**src/rtl/seg7_pkg.sv**
```systemverilog
// rtl/seg7_pkg.sv - shared glyphs, segment indices and counter sizing for the 7-segment scan driver
package seg7_pkg;

  // Hex glyphs, segments[6:0] = {g,f,e,d,c,b,a}, active-high
  localparam logic [6:0] GLYPH_0 = 7'b0111111;
  localparam logic [6:0] GLYPH_1 = 7'b0000110;
  localparam logic [6:0] GLYPH_2 = 7'b1011011;
  localparam logic [6:0] GLYPH_3 = 7'b1001111;
  localparam logic [6:0] GLYPH_4 = 7'b1100110;
  localparam logic [6:0] GLYPH_5 = 7'b1101101;
  localparam logic [6:0] GLYPH_6 = 7'b1111101;
  localparam logic [6:0] GLYPH_7 = 7'b0000111;
  localparam logic [6:0] GLYPH_8 = 7'b1111111;
  localparam logic [6:0] GLYPH_9 = 7'b1101111;
  localparam logic [6:0] GLYPH_A = 7'b1110111;
  localparam logic [6:0] GLYPH_B = 7'b1111100;
  localparam logic [6:0] GLYPH_C = 7'b0111001;
  localparam logic [6:0] GLYPH_D = 7'b1011110;
  localparam logic [6:0] GLYPH_E = 7'b1111001;
  localparam logic [6:0] GLYPH_F = 7'b1110001;

  localparam logic [6:0] SEG_OFF = 7'b0000000;

  localparam int SEG_A = 0;
  localparam int SEG_B = 1;
  localparam int SEG_C = 2;
  localparam int SEG_D = 3;
  localparam int SEG_E = 4;
  localparam int SEG_F = 5;
  localparam int SEG_G = 6;

  // Width of a counter running 0..div-1; never narrower than one bit so
  // that degenerate dividers (1 digit, 1 frame) still get a legal vector.
  function automatic int cnt_width(input int div);
    return (div <= 2) ? 1 : $clog2(div);
  endfunction

endpackage

```
**src/rtl/seg7_hex_rom.sv**
```systemverilog
// rtl/seg7_hex_rom.sv - combinational nibble to 7-segment glyph lookup
// Ports:
//   nibble  in  4  hex digit to render
//   glyph   out 7  active-high segments {g,f,e,d,c,b,a}
module seg7_hex_rom
  import seg7_pkg::*;
(
  input  logic [3:0] nibble,
  output logic [6:0] glyph
);

  always_comb begin
    glyph = SEG_OFF;
    unique case (nibble)
      4'h0: glyph = GLYPH_0;
      4'h1: glyph = GLYPH_1;
      4'h2: glyph = GLYPH_2;
      4'h3: glyph = GLYPH_3;
      4'h4: glyph = GLYPH_4;
      4'h5: glyph = GLYPH_5;
      4'h6: glyph = GLYPH_6;
      4'h7: glyph = GLYPH_7;
      4'h8: glyph = GLYPH_8;
      4'h9: glyph = GLYPH_9;
      4'hA: glyph = GLYPH_A;
      4'hB: glyph = GLYPH_B;
      4'hC: glyph = GLYPH_C;
      4'hD: glyph = GLYPH_D;
      4'hE: glyph = GLYPH_E;
      4'hF: glyph = GLYPH_F;
    endcase
  end

endmodule

```
**src/rtl/seg7_scan_mux.sv**
```systemverilog
// rtl/seg7_scan_mux.sv - time-multiplexed multi-digit 7-segment display driver
// Ports:
//   clk         in  1             system clock
//   rst_n       in  1             synchronous reset, active-low
//   load        in  1             capture value/dp_in/lz_en/blink_mask into shadow
//   value       in  4*NUM_DIGITS  hex nibbles, nibble 0 = rightmost digit
//   dp_in       in  NUM_DIGITS    decimal point per digit
//   lz_en       in  1             leading-zero suppression enable
//   blink_mask  in  NUM_DIGITS    1 = digit blinks
//   segments    out 7             registered segment lines {g,f,e,d,c,b,a}
//   dp          out 1             registered decimal point of the active digit
//   digit_en    out NUM_DIGITS    registered one-hot digit enable
module seg7_scan_mux #(
  parameter int NUM_DIGITS = 4,
  parameter int SCAN_DIV   = 1000,
  parameter int BLANK_CYC  = 16,
  parameter int BLINK_DIV  = 64,
  parameter int ACTIVE_LOW = 0
) (
  input  logic                    clk,
  input  logic                    rst_n,
  input  logic                    load,
  input  logic [4*NUM_DIGITS-1:0] value,
  input  logic [NUM_DIGITS-1:0]   dp_in,
  input  logic                    lz_en,
  input  logic [NUM_DIGITS-1:0]   blink_mask,
  output logic [6:0]              segments,
  output logic                    dp,
  output logic [NUM_DIGITS-1:0]   digit_en
);
  import seg7_pkg::*;

  localparam int CW = cnt_width(SCAN_DIV);
  localparam int IW = cnt_width(NUM_DIGITS);
  localparam int FW = cnt_width(BLINK_DIV);

  localparam logic [CW-1:0] SLOT_LAST  = CW'(SCAN_DIV - 1);
  localparam logic [IW-1:0] IDX_LAST   = IW'(NUM_DIGITS - 1);
  localparam logic [FW-1:0] FRAME_LAST = FW'(BLINK_DIV - 1);
  localparam logic          POL        = (ACTIVE_LOW != 0);

  if (SCAN_DIV < 2 || BLANK_CYC < 0 || BLANK_CYC >= SCAN_DIV ||
      NUM_DIGITS < 1 || NUM_DIGITS > 8 || BLINK_DIV < 1) begin : g_bad_params
    $error("seg7_scan_mux: illegal parameter combination");
  end

  // Scan state
  logic [CW-1:0] slot_cnt;
  logic [IW-1:0] idx;
  logic [FW-1:0] frame_cnt;
  logic          blink_on;

  // Shadow registers, all captured on the same edge
  logic [4*NUM_DIGITS-1:0] sh_value;
  logic [NUM_DIGITS-1:0]   sh_dp;
  logic [NUM_DIGITS-1:0]   sh_blink;
  logic                    sh_lz;

  // Per-digit selection for the active index
  logic [NUM_DIGITS-1:0] upper_zero;
  logic [3:0]            nibble;
  logic                  dp_sel;
  logic                  blink_sel;
  logic                  lz_sel;
  logic [NUM_DIGITS-1:0] en_nxt;
  logic [6:0]            glyph;
  logic                  in_blank;
  logic                  blanked;
  logic [6:0]            seg_nxt;
  logic                  dp_nxt;

  // upper_zero[i]: nibbles i..NUM_DIGITS-1 are all zero
  always_comb begin
    upper_zero = '0;
    upper_zero[NUM_DIGITS-1] = (sh_value[4*NUM_DIGITS-1 -: 4] == 4'h0);
    for (int i = NUM_DIGITS - 2; i >= 0; i--) begin
      upper_zero[i] = upper_zero[i+1] && (sh_value[4*i +: 4] == 4'h0);
    end
  end

  always_comb begin
    nibble    = 4'h0;
    dp_sel    = 1'b0;
    blink_sel = 1'b0;
    lz_sel    = 1'b0;
    en_nxt    = '0;
    for (int i = 0; i < NUM_DIGITS; i++) begin
      if (idx == IW'(i)) begin
        nibble    = sh_value[4*i +: 4];
        dp_sel    = sh_dp[i];
        blink_sel = sh_blink[i];
        lz_sel    = upper_zero[i];
        en_nxt[i] = 1'b1;
      end
    end
  end

  seg7_hex_rom u_hex_rom (
    .nibble (nibble),
    .glyph  (glyph)
  );

  // Digit 0 is exempt from leading-zero suppression so a zero value still shows "0"
  always_comb begin
    in_blank = (32'(slot_cnt) < BLANK_CYC);
    blanked  = in_blank
            || (!blink_on && blink_sel)
            || (sh_lz && (idx != '0) && lz_sel);
    seg_nxt  = blanked ? SEG_OFF : glyph;
    dp_nxt   = !blanked && dp_sel;
  end

  always_ff @(posedge clk) begin
    if (!rst_n) begin
      sh_value <= '0;
      sh_dp    <= '0;
      sh_blink <= '0;
      sh_lz    <= 1'b0;
    end else if (load) begin
      sh_value <= value;
      sh_dp    <= dp_in;
      sh_blink <= blink_mask;
      sh_lz    <= lz_en;
    end
  end

  always_ff @(posedge clk) begin
    if (!rst_n) begin
      slot_cnt  <= '0;
      idx       <= '0;
      frame_cnt <= '0;
      blink_on  <= 1'b1;
    end else if (slot_cnt == SLOT_LAST) begin
      slot_cnt <= '0;
      if (idx == IDX_LAST) begin
        idx <= '0;
        if (frame_cnt == FRAME_LAST) begin
          frame_cnt <= '0;
          blink_on  <= ~blink_on;
        end else begin
          frame_cnt <= frame_cnt + 1'b1;
        end
      end else begin
        idx <= idx + 1'b1;
      end
    end else begin
      slot_cnt <= slot_cnt + 1'b1;
    end
  end

  // Polarity is applied only here so all internal logic stays active-high
  always_ff @(posedge clk) begin
    if (!rst_n) begin
      segments <= {7{POL}};
      dp       <= POL;
      digit_en <= {NUM_DIGITS{POL}};
    end else begin
      segments <= seg_nxt ^ {7{POL}};
      dp       <= dp_nxt ^ POL;
      digit_en <= en_nxt ^ {NUM_DIGITS{POL}};
    end
  end

endmodule

```
**config.mk**
```make
export PLATFORM = sky130hd
export DESIGN_NAME = seg7_scan_mux
export DESIGN_NICKNAME = d
export VERILOG_FILES = /design/src/rtl/seg7_pkg.sv /design/src/rtl/seg7_hex_rom.sv /design/src/rtl/seg7_scan_mux.sv
export SDC_FILE = /design/constraint.sdc
export NUM_CORES = 1
export LEC_CHECK = 0
export ABC_AREA = 1
export CAP_MARGIN = 20
export CORE_MARGIN = 3
export CORE_UTILIZATION = 54
export DETAILED_ROUTE_END_ITERATION = 8
export PLACE_DENSITY = 0.79
export SETUP_SLACK_MARGIN = 0.05
export SYNTH_ARGS = -nofsm -noshare
export SYNTH_HDL_FRONTEND = slang
export SYNTH_SLANG_ARGS = --single-unit
```
**constraint.sdc**
```tcl
create_clock -name clk -period 2.6 [get_ports clk]
set_clock_uncertainty 0.2 [all_clocks]
set_input_delay 0.26 -clock clk [delete_from_list [all_inputs] [get_ports clk]]
set_output_delay 0.26 -clock clk [all_outputs]
set_load 0.005 [all_outputs]
```
After elaboration in Yosys (flattened, before gate mapping):

Memories as Yosys holds them, arrays and structs flattened. A register that Yosys moved wholly into a read port is not among the register bits.
Cells that the tools add are included.

* bits in registers: 49
* memories kept: 1
* logic and storage cells: 65
* memory bits (read-only): 112
* output and inout port bits: 12
* bits of input ports: 28

* add/sub/neg operators: 3
* multiplexer cells: 22
* equality and inequality tests: 5
* reduce and logical (&&, ||, !) cells: 21
* order comparisons: 1
* bitwise logic cells: 2

Memories
* (no name shown): depth 16, bits a word 7, read ports 1, clocked after Yosys merged registers in 1, wr ports 0, line seg7_hex_rom.sv:14 `unique case (nibble)`

Operators by type and width (number)
* 4-bit zero test: 4
* 1-bit 2-to-1 mux: 16
* 4-bit 2-to-1 mux: 4
* 10-bit by 1-bit adder with 10-bit output (second input constant): 1
* 10-bit == test (second input constant): 1
* 10-bit by 5-bit < comparator with 1-bit output (second input constant): 1
* 1-bit logical AND: 7
* 6-bit by 1-bit adder with 6-bit output (second input constant): 1
* 6-bit == test (second input constant): 1
* 6-bit 2-to-1 mux: 1
* 2-bit == test (second input constant): 2
* 2-bit OR reduction: 2
* 3-bit AND reduction: 1
* 2-bit by 1-bit adder with 2-bit output (second input constant): 1
* 2-bit by 1-bit == test with 1-bit output (second input constant): 1
* 1-bit zero test: 2
* 2-bit zero test: 1
* 1-bit logical OR: 2
* 2-bit 2-to-1 mux: 1
* 1-bit NOT: 2
* 2-bit AND reduction: 1
* 2-bit nonzero test: 1

Longest topological paths before layout:

* word-level depth: 12
* mapped depth: 16

Hierarchy:

A second synthesis with hierarchy kept.

* cell total of the unflattened synthesis: 394
* area, all modules: 2736.4 µm²

By module, submodules not included
* seg7_scan_mux: area an instance 2466.1 µm², instances 1, sequential area each 1121.1 µm², cells an instance 342
* seg7_hex_rom: area an instance 270.3 µm², instances 1, sequential area each 0.0 µm², cells an instance 52

Least setup slack after synthesis:

Ideal clock, no wire load.

* path kind: register to register
* from: register idx[0]
* to: register segments[3]
* cell stages (with the launch flop): 17
* slack: 597 ps
* setup time: 120 ps
* arrival time: 1683 ps
* clock period less this slack: 2003 ps
* cells stage by stage: dfxtp_1 -> inv_1 -> ha_1 -> buf_4 -> nand2_1 -> nand2_1 -> nand3_1 -> nand2_1 -> nand2_2 -> inv_1 -> ha_1 -> inv_1 -> nand2_1 -> nand3_1 -> nand2_1 -> inv_1 -> nor2_1

* word-level cells in the longest chain between the ends: 9
* elaborated cells on any way between the ends: 23
* classes of those cells: eq/ne: 3; mux: 12; reduce/logical: 8

RTL lines
* start, declared: line seg7_scan_mux.sv:49 `logic [IW-1:0] idx;`
* start signal, assigned: line seg7_scan_mux.sv:144 `idx <= idx + 1'b1;`
* 2-bit zero test: line seg7_scan_mux.sv:88 `if (idx == IW'(i)) begin`
* 1-bit 2-to-1 mux (4 in series): line seg7_scan_mux.sv:88
* 1-bit logical AND: line seg7_scan_mux.sv:107 `|| (!blink_on && blink_sel)`
* 1-bit logical OR: line seg7_scan_mux.sv:107
* 1-bit logical OR: line seg7_scan_mux.sv:108 `|| (sh_lz && (idx != '0) && lz_sel);`
* 2-bit OR reduction (no line)
* end, declared: line seg7_scan_mux.sv:27 `output logic [6:0] segments,`

Several ways; a longest one is shown, not always the timed one.
A chain may end at the register's enable or synchronous reset.

Worst setup path in the final report:

* from: register idx[0]
* to: register segments[4]

The elaborated chain is that of the path after synthesis.

==> results.cfg <==
[critical_path]
crit_path_top_delay_cell = ha_1
slowest_delay_ps = 360
worstPathMaxFanout = 9
r2r_setup_slack_ps = 330
crit_chain = inv_1, ha_1, nand2_1, nand2_1, nand3_1, a21oi_2, ha_1, nand3_1, nand2_1, a21boi_1, nor2_1
r2r_end = segments[4]
endpoint = segments[4]
r2r-start = idx[0]
worst-endpoint-arrival_ps = 2270
startpoint = idx[0]
endpoint_kind = flip-flop
cp.required_ps = 2600
critPathMostFrequentCell = nand2_1
worstSetupPathType = reg -> reg
reg2regPathDepth = 11
cp-start-kind = flip-flop

[die]
num_io_pins = 40
die_y_um = 77.8
die_x_um = 77.8
dieArea_um2 = 6050
rows = 25
start_util_pct = 57.4
core_area_um2 = 4850

[grt]
antenna_found_initial = 0
grt_pass1_wl_mm = 10.1
grt_use_total_pct = 20.3
grt_max_degree = 30
first_global_vias = 2433
grt-ovfl-total = 0

[synth]
synth_edf_count = 0
syn_area_per_cell_um2 = 7.30
ys_ff_latch = 56
syn_nets = 422
ys.flop_type = dfxtp_1
post_synth_main_area_contributors = dfxtp_1 (40%), nor2_1 (10%), nand2_1 (8.6%)
ys_seq_area_share_pct = 40.3
ys_types = 38
synth_cells = 381
synth_async_sr_flop_share_pct = 0
syn_area_um2 = 2780
yosys.area.top_type = dfxtp_1
yosysWarnings = 0
yosysTopAreaCellShare_pct = 40.3

[timing]
fin_crit_sh_pct = 87.4
setup_viol = 0
rsz0062_at_grt = false
tns_ps = 0
drv_slew = 0
hold_viol = 0
fin_crit_ps = 2270
fmax_mhz = 440
worst_pin_slew_ps = 453
slew_headroom_pct = 69.8

[clock_network]
clkTransAtPathRegs_ps = 100
htreeDepth = 2
worstSkewPairLatency_ps = 320
cts_tree = done
post_cts_buffers = 0
cts_root_buf = clkbuf_8
cts_sinks = 56
holdBufCountCts = 0
cts-resized-gates = 0
cts_made_buffers = 5
clockBufferDepth = 2

[outcome]
status = completed

[layout]
ff_latch_area_um2 = 1120
mostFrequentLayoutCell = nor2_1
nFillCells = 413
mostFrequentLayoutCells = nor2_1 (75), nand2_1 (64), dfxtp_1 (56)
final_design_area_no_fill_um2 = 3310
multi_input_area_um2 = 1450
fin_nets = 461
area.growth.synth_to_final_pct = 19.1
diodes = 0
drive_above_1_share_pct = 9.98

[route]
num_vias = 2463
drcViolationCount = 0
drt_iter0_markers = 133
postRouteAntennaNets = 0
wl_per_cell_um = 11.7
firstDrtPassIters = 4
avgViaCountPerCell = 5.05
wirelength_mm = 5.71

[pwr]
total_power_mw = 1.57
pwr_density_cell_nw_per_um2 = 474
vdd_drop_max_mv = 0.288
leakage_nw = 1.48

[worst_hold_path]
hold_path.class = reg -> reg
worstHoldStart = slot_cnt[0]

[placement]
hpwlAfterDp_mm = 4.25
port_buffers = 39
gp_congestion = 0.880
placed_area_um2 = 3220

[run]
drv_cap = 0
-- layout make-up --
class                   count  share of cell area, %
multi-input cells         277                   43.8
flip-flops and latches     56                   33.8
repair buffers             43                   12.7
inverters                  37                   4.46
well taps                  67                   2.53
clock buffers               5                   2.08
clock inverters             3                  0.567
-- state kept, by name, summed over array words and instances, names as in the netlist --
name / count
sh_value: 16
slot_cnt: 10
segments: 7
frame_cnt: 6
digit_en: 4
sh_blink: 4
sh_dp: 4
idx: 2
blink_on: 1
dp: 1
sh_lz: 1
-- cell families (layout without fill, tap and decap cells) --
family | after synthesis | in the layout | share of synthesized area (%)
AND/OR/NAND/NOR | 196 | 196 | 33.2
AO/OA/AOI/OAI | 65 | 65 | 12.2
flip-flops | 56 | 56 | 40.3
buffers and inverters | 48 | 88 | 7.51
adder cells (fa/ha/maj) | 13 | 13 | 5.85
XOR/XNOR | 3 | 3 | 0.945
-- cells in the mapped netlist, drive strengths merged, types with 2 or more instances --
| master | instances |
|---|---|
| nand3 | 22 |
| buf | 5 |
| nor3b | 3 |
| nand2 | 75 |
| nor2 | 77 |
| a21oi | 30 |
| xor2 | 3 |
| nand3b | 2 |
| clkinv | 2 |
| ha | 13 |
| clkbuf | 6 |
| o21ai | 32 |
| nor3 | 9 |
| inv | 35 |
| nand4 | 5 |
| dfxtp | 56 |
-- how the worst min path moves through the flow --
stage,to,slack (ps),cells past startpoint
global route,sh_dp[3],310,2
finish,slot_cnt[0],280,1
detailed placement,slot_cnt[0],260,1
global placement,slot_cnt[0],250,1
CTS,slot_cnt[0],290,1
floorplan,sh_blink[0],190,2
-- worst max-delay path, delay by kind of cell (launching register included) --
family,cells,cell delay (ps)
AOI/OAI and AO/OA,2,380
adders and majority gates,2,580
buffers and inverters,1,120
DFF,1,350
and+or+nand+nor,6,510
-- per-stage QoR --
stage / worst slack (ps) / utilization, % / instances / hold WS, ps
6_report: 328 / 68.3 / 488 / 278
5_1_grt: 52.5 / 68.3 / 488 / 310
4_1_cts: 331 / 68.3 / 488 / 286
3_5_place_dp: 362 / 66.5 / 480 / 262
3_3_place_gp: 477 / 66.5 / 480 / 247
2_1_floorplan: 597 / - / 381 / 195
-- power breakdown --
part	total, mW	internal, mW	switching [mW]
clock	0.470	0.188	0.282
sequential	0.912	0.889	0.0229
combinational	0.189	0.0890	0.0998
total	1.57	1.17	0.405
-- layer usage --
metal  vias up  global-route usage [%]  share of wire [%]
met5         -                       0                  0
met4         0                    6.94                1.5
met3         8                    5.22                4.4
met2        49                    36.7                 50
met1      1105                    22.9                 45
li1       1301                       -                  -
Note: power is estimated with default switching activity, not from simulation.
==> patch, RTL diff (config.mk and constraints unchanged) <==
`NUM_DIGITS`: 4 -> 2. Comments in the files are not updated.
--- a/src/rtl/seg7_scan_mux.sv
+++ b/src/rtl/seg7_scan_mux.sv
@@ -13,3 +13,3 @@
 module seg7_scan_mux #(
-  parameter int NUM_DIGITS = 4,
+  parameter int NUM_DIGITS = 2,
   parameter int SCAN_DIV   = 1000,
Ports: changed (resized blink_mask, digit_en, dp_in and value); port bits go from 40 to 26. No check against the original RTL was run, so the function may have changed too.
==> patch against the original RTL <==
- non-clock buffer count decreased by 15
- count of clock-buffer cells in the layout unchanged
- critical endpoint is now segments[6]
- sequential cell count shrank 15
- synthesized area is 30% lower
- worst setup slack better by 0.14 ns
- critical path depth decreased by 2
- power fell by 26%
- global-route usage is 1.8 points lower
- first-iteration DRC count fell by 35%
- maximum frequency rose by 6.8%
- wire length decreased by 38%
- cell area decreased by 30%
==> patch: results (changes against the original RTL) <==
| Metric | Value |
|---|---|
| VDD IR max | `0.393 mV (+37%)` |
| Clk tree area frac | `0.0312 (+0.00480)` |
| HPWL after DPL | `2.67 mm (-37%)` |
| CLK BUF | `5 (unchanged)` |
| CP peak stage delay | `0.50 ns (+0.14 ns)` |
| Clock Latency Late Sink | `0.35 ns (+0.03 ns)` |
| Seq/Total Area, Yosys | `0.422 (+0.0188)` |
| Largest delay share family, worst path | `compound AO/OA/AOI/OAI gates` |
| Leakage dissipation | `0.00103 µW (-30%)` |
| Largest net degree at the start of global routing | `16 (-47%)` |
| Synth cell types | `31 (-18%)` |
| Top post-synthesis cells by count | `nand2_1 (51), nor2_1 (50), dfxtp_1 (41)` |
| FF-to-FF path depth | `9 (-2)` |
| R2r setup slk | `0.47 ns (+0.14 ns)` |
| Diode count | `0 (unchanged)` |
| Non-clock inverters | `30 (-19%)` |
| Regs by FF count | `slot_cnt: 10 flops, sh_value: 8 flops, segments: 7 flops` |
| DR vias/cell | `4.95 (-2.0%)` |
| Vias | `1677 (-32%)` |
| GPL Wtd Cong | `0.868 (-1.4%)` |
| Reg2reg start | `idx` |
| Cell Int Power | `894 µW (-23%)` |
| IO buf count | `25 (-36%)` |
| Worst path arrival time | `2.22 ns (-0.05 ns)` |
| Worst-path clk slew | `0.12 ns (+0.02 ns)` |
| Final WL | `3.53 mm (-38%)` |
| Multi-input gates | `187 (-32%)` |
| Multi-input combinational area share | `0.425 (-0.0137)` |
| NonClk Buf Share | `0.117 (-0.00948)` |
| Outcome | `complete, no violations` |
| Syn nets | `288 (-32%)` |
| Layout cells sized above 1 | `0.113 (+0.0129)` |
| Worst Hold Class | `reg2reg` |
| Synth top area cells | `dfxtp_1 (42%), nand2_1 (9.8%), nor2_1 (9.6%)` |
| Root Driver | `clkbuf_4` |
| Non-clock buffers | `28 (-35%)` |
| Power in combinational cells | `115 µW (-39%)` |
| Starting DRT DRC Count | `86 (-35%)` |
| Synth Cell Area | `0.00195 mm² (-30%)` |
| CP startpoint kind | `flop` |
| Dpl cells | `332 (-31%)` |
| Maximum root-to-sink buffer count | `2 (unchanged)` |
| Tightest Pin Transition | `0.592 ns (+0.139 ns)` |
| CP max stage cell | `o21ai_0` |
| Syn avg cell area | `7.40 µm² (+1.3%)` |
| Vias in the first global route | `1557 (-36%)` |
| # fillers | `317 (-23%)` |
| First-pass GRT wire length | `6.34 mm (-37%)` |
| Power Dens Cells | `503 mW/mm² (+6.0%)` |
| Layout Nets | `318 (-31%)` |
| Global router's overall resource usage | `0.185 (-0.0183)` |
| Post CTS Setup Buffer Count | `0 (unchanged)` |
| CP Max Fanout | `10 (+1)` |
| Clock sink total | `41 (-27%)` |
| Crit Reg-Reg Endpoint | `segments[6]` |
| Reg power frac | `0.563 (-0.017)` |
| TritonRoute pass-1 iters | `5 (+1)` |
| Sequential share of cell area | `0.353 (+0.0150)` |
[patch: cell count changes after synthesis, moves of 4 or more]
cell / delta
nor2_1: -25
clkbuf_1: -4
ha_1: -4
nand2_1: -13
nand2_4: -4
nand3_1: -11
dfxtp_1: -15
nor3_1: -4
a21oi_1: -19
o21ai_0: -6
[patch: cell families after synthesis]
kind of cell,synth area share
buffers and inverters,0.0714
xor gates and xnor gates,0.00900
adders and majority gates,0.0579
AOI/OAI and AO/OA,0.116
DFF,0.422
and+or+nand+nor,0.323
[patch: per-layer routing]
metal,vias up,part of all wire,global-route usage
li1,892,-,-
met1,738,0.48,0.226
met2,41,0.46,0.310
met3,6,0.051,0.0408
met4,0,0.013,0.0787
met5,-,0,0
[patch: metrics by stage]
stage | worst slack, ns | hold WS (ns) | utilization | cell area [µm²]
after global routing | 0.252 | 0.291 | 0.680 | 2320
after CTS | 0.512 | 0.266 | 0.680 | 2320
after global placement | 0.632 | 0.230 | 0.659 | 2250
after detailed placement | 0.545 | 0.241 | 0.659 | 2250
after floorplan | 0.706 | 0.195 | - | 1950
final | 0.472 | 0.261 | 0.680 | 2320
[patch: worst min path at each step]
| stage | from | endpoint | slack [ns] | cells past startpoint |
|---|---|---|---|---|
| finish | slot_cnt[0] | slot_cnt[0] | 0.26 | 1 |
| global route | dp_in[1] | sh_dp[1] | 0.29 | 3 |
| CTS | slot_cnt[0] | slot_cnt[0] | 0.27 | 1 |
| detailed placement | slot_cnt[0] | slot_cnt[0] | 0.24 | 1 |
| global placement | slot_cnt[0] | slot_cnt[0] | 0.23 | 1 |
| floorplan | lz_en | sh_lz | 0.19 | 2 |
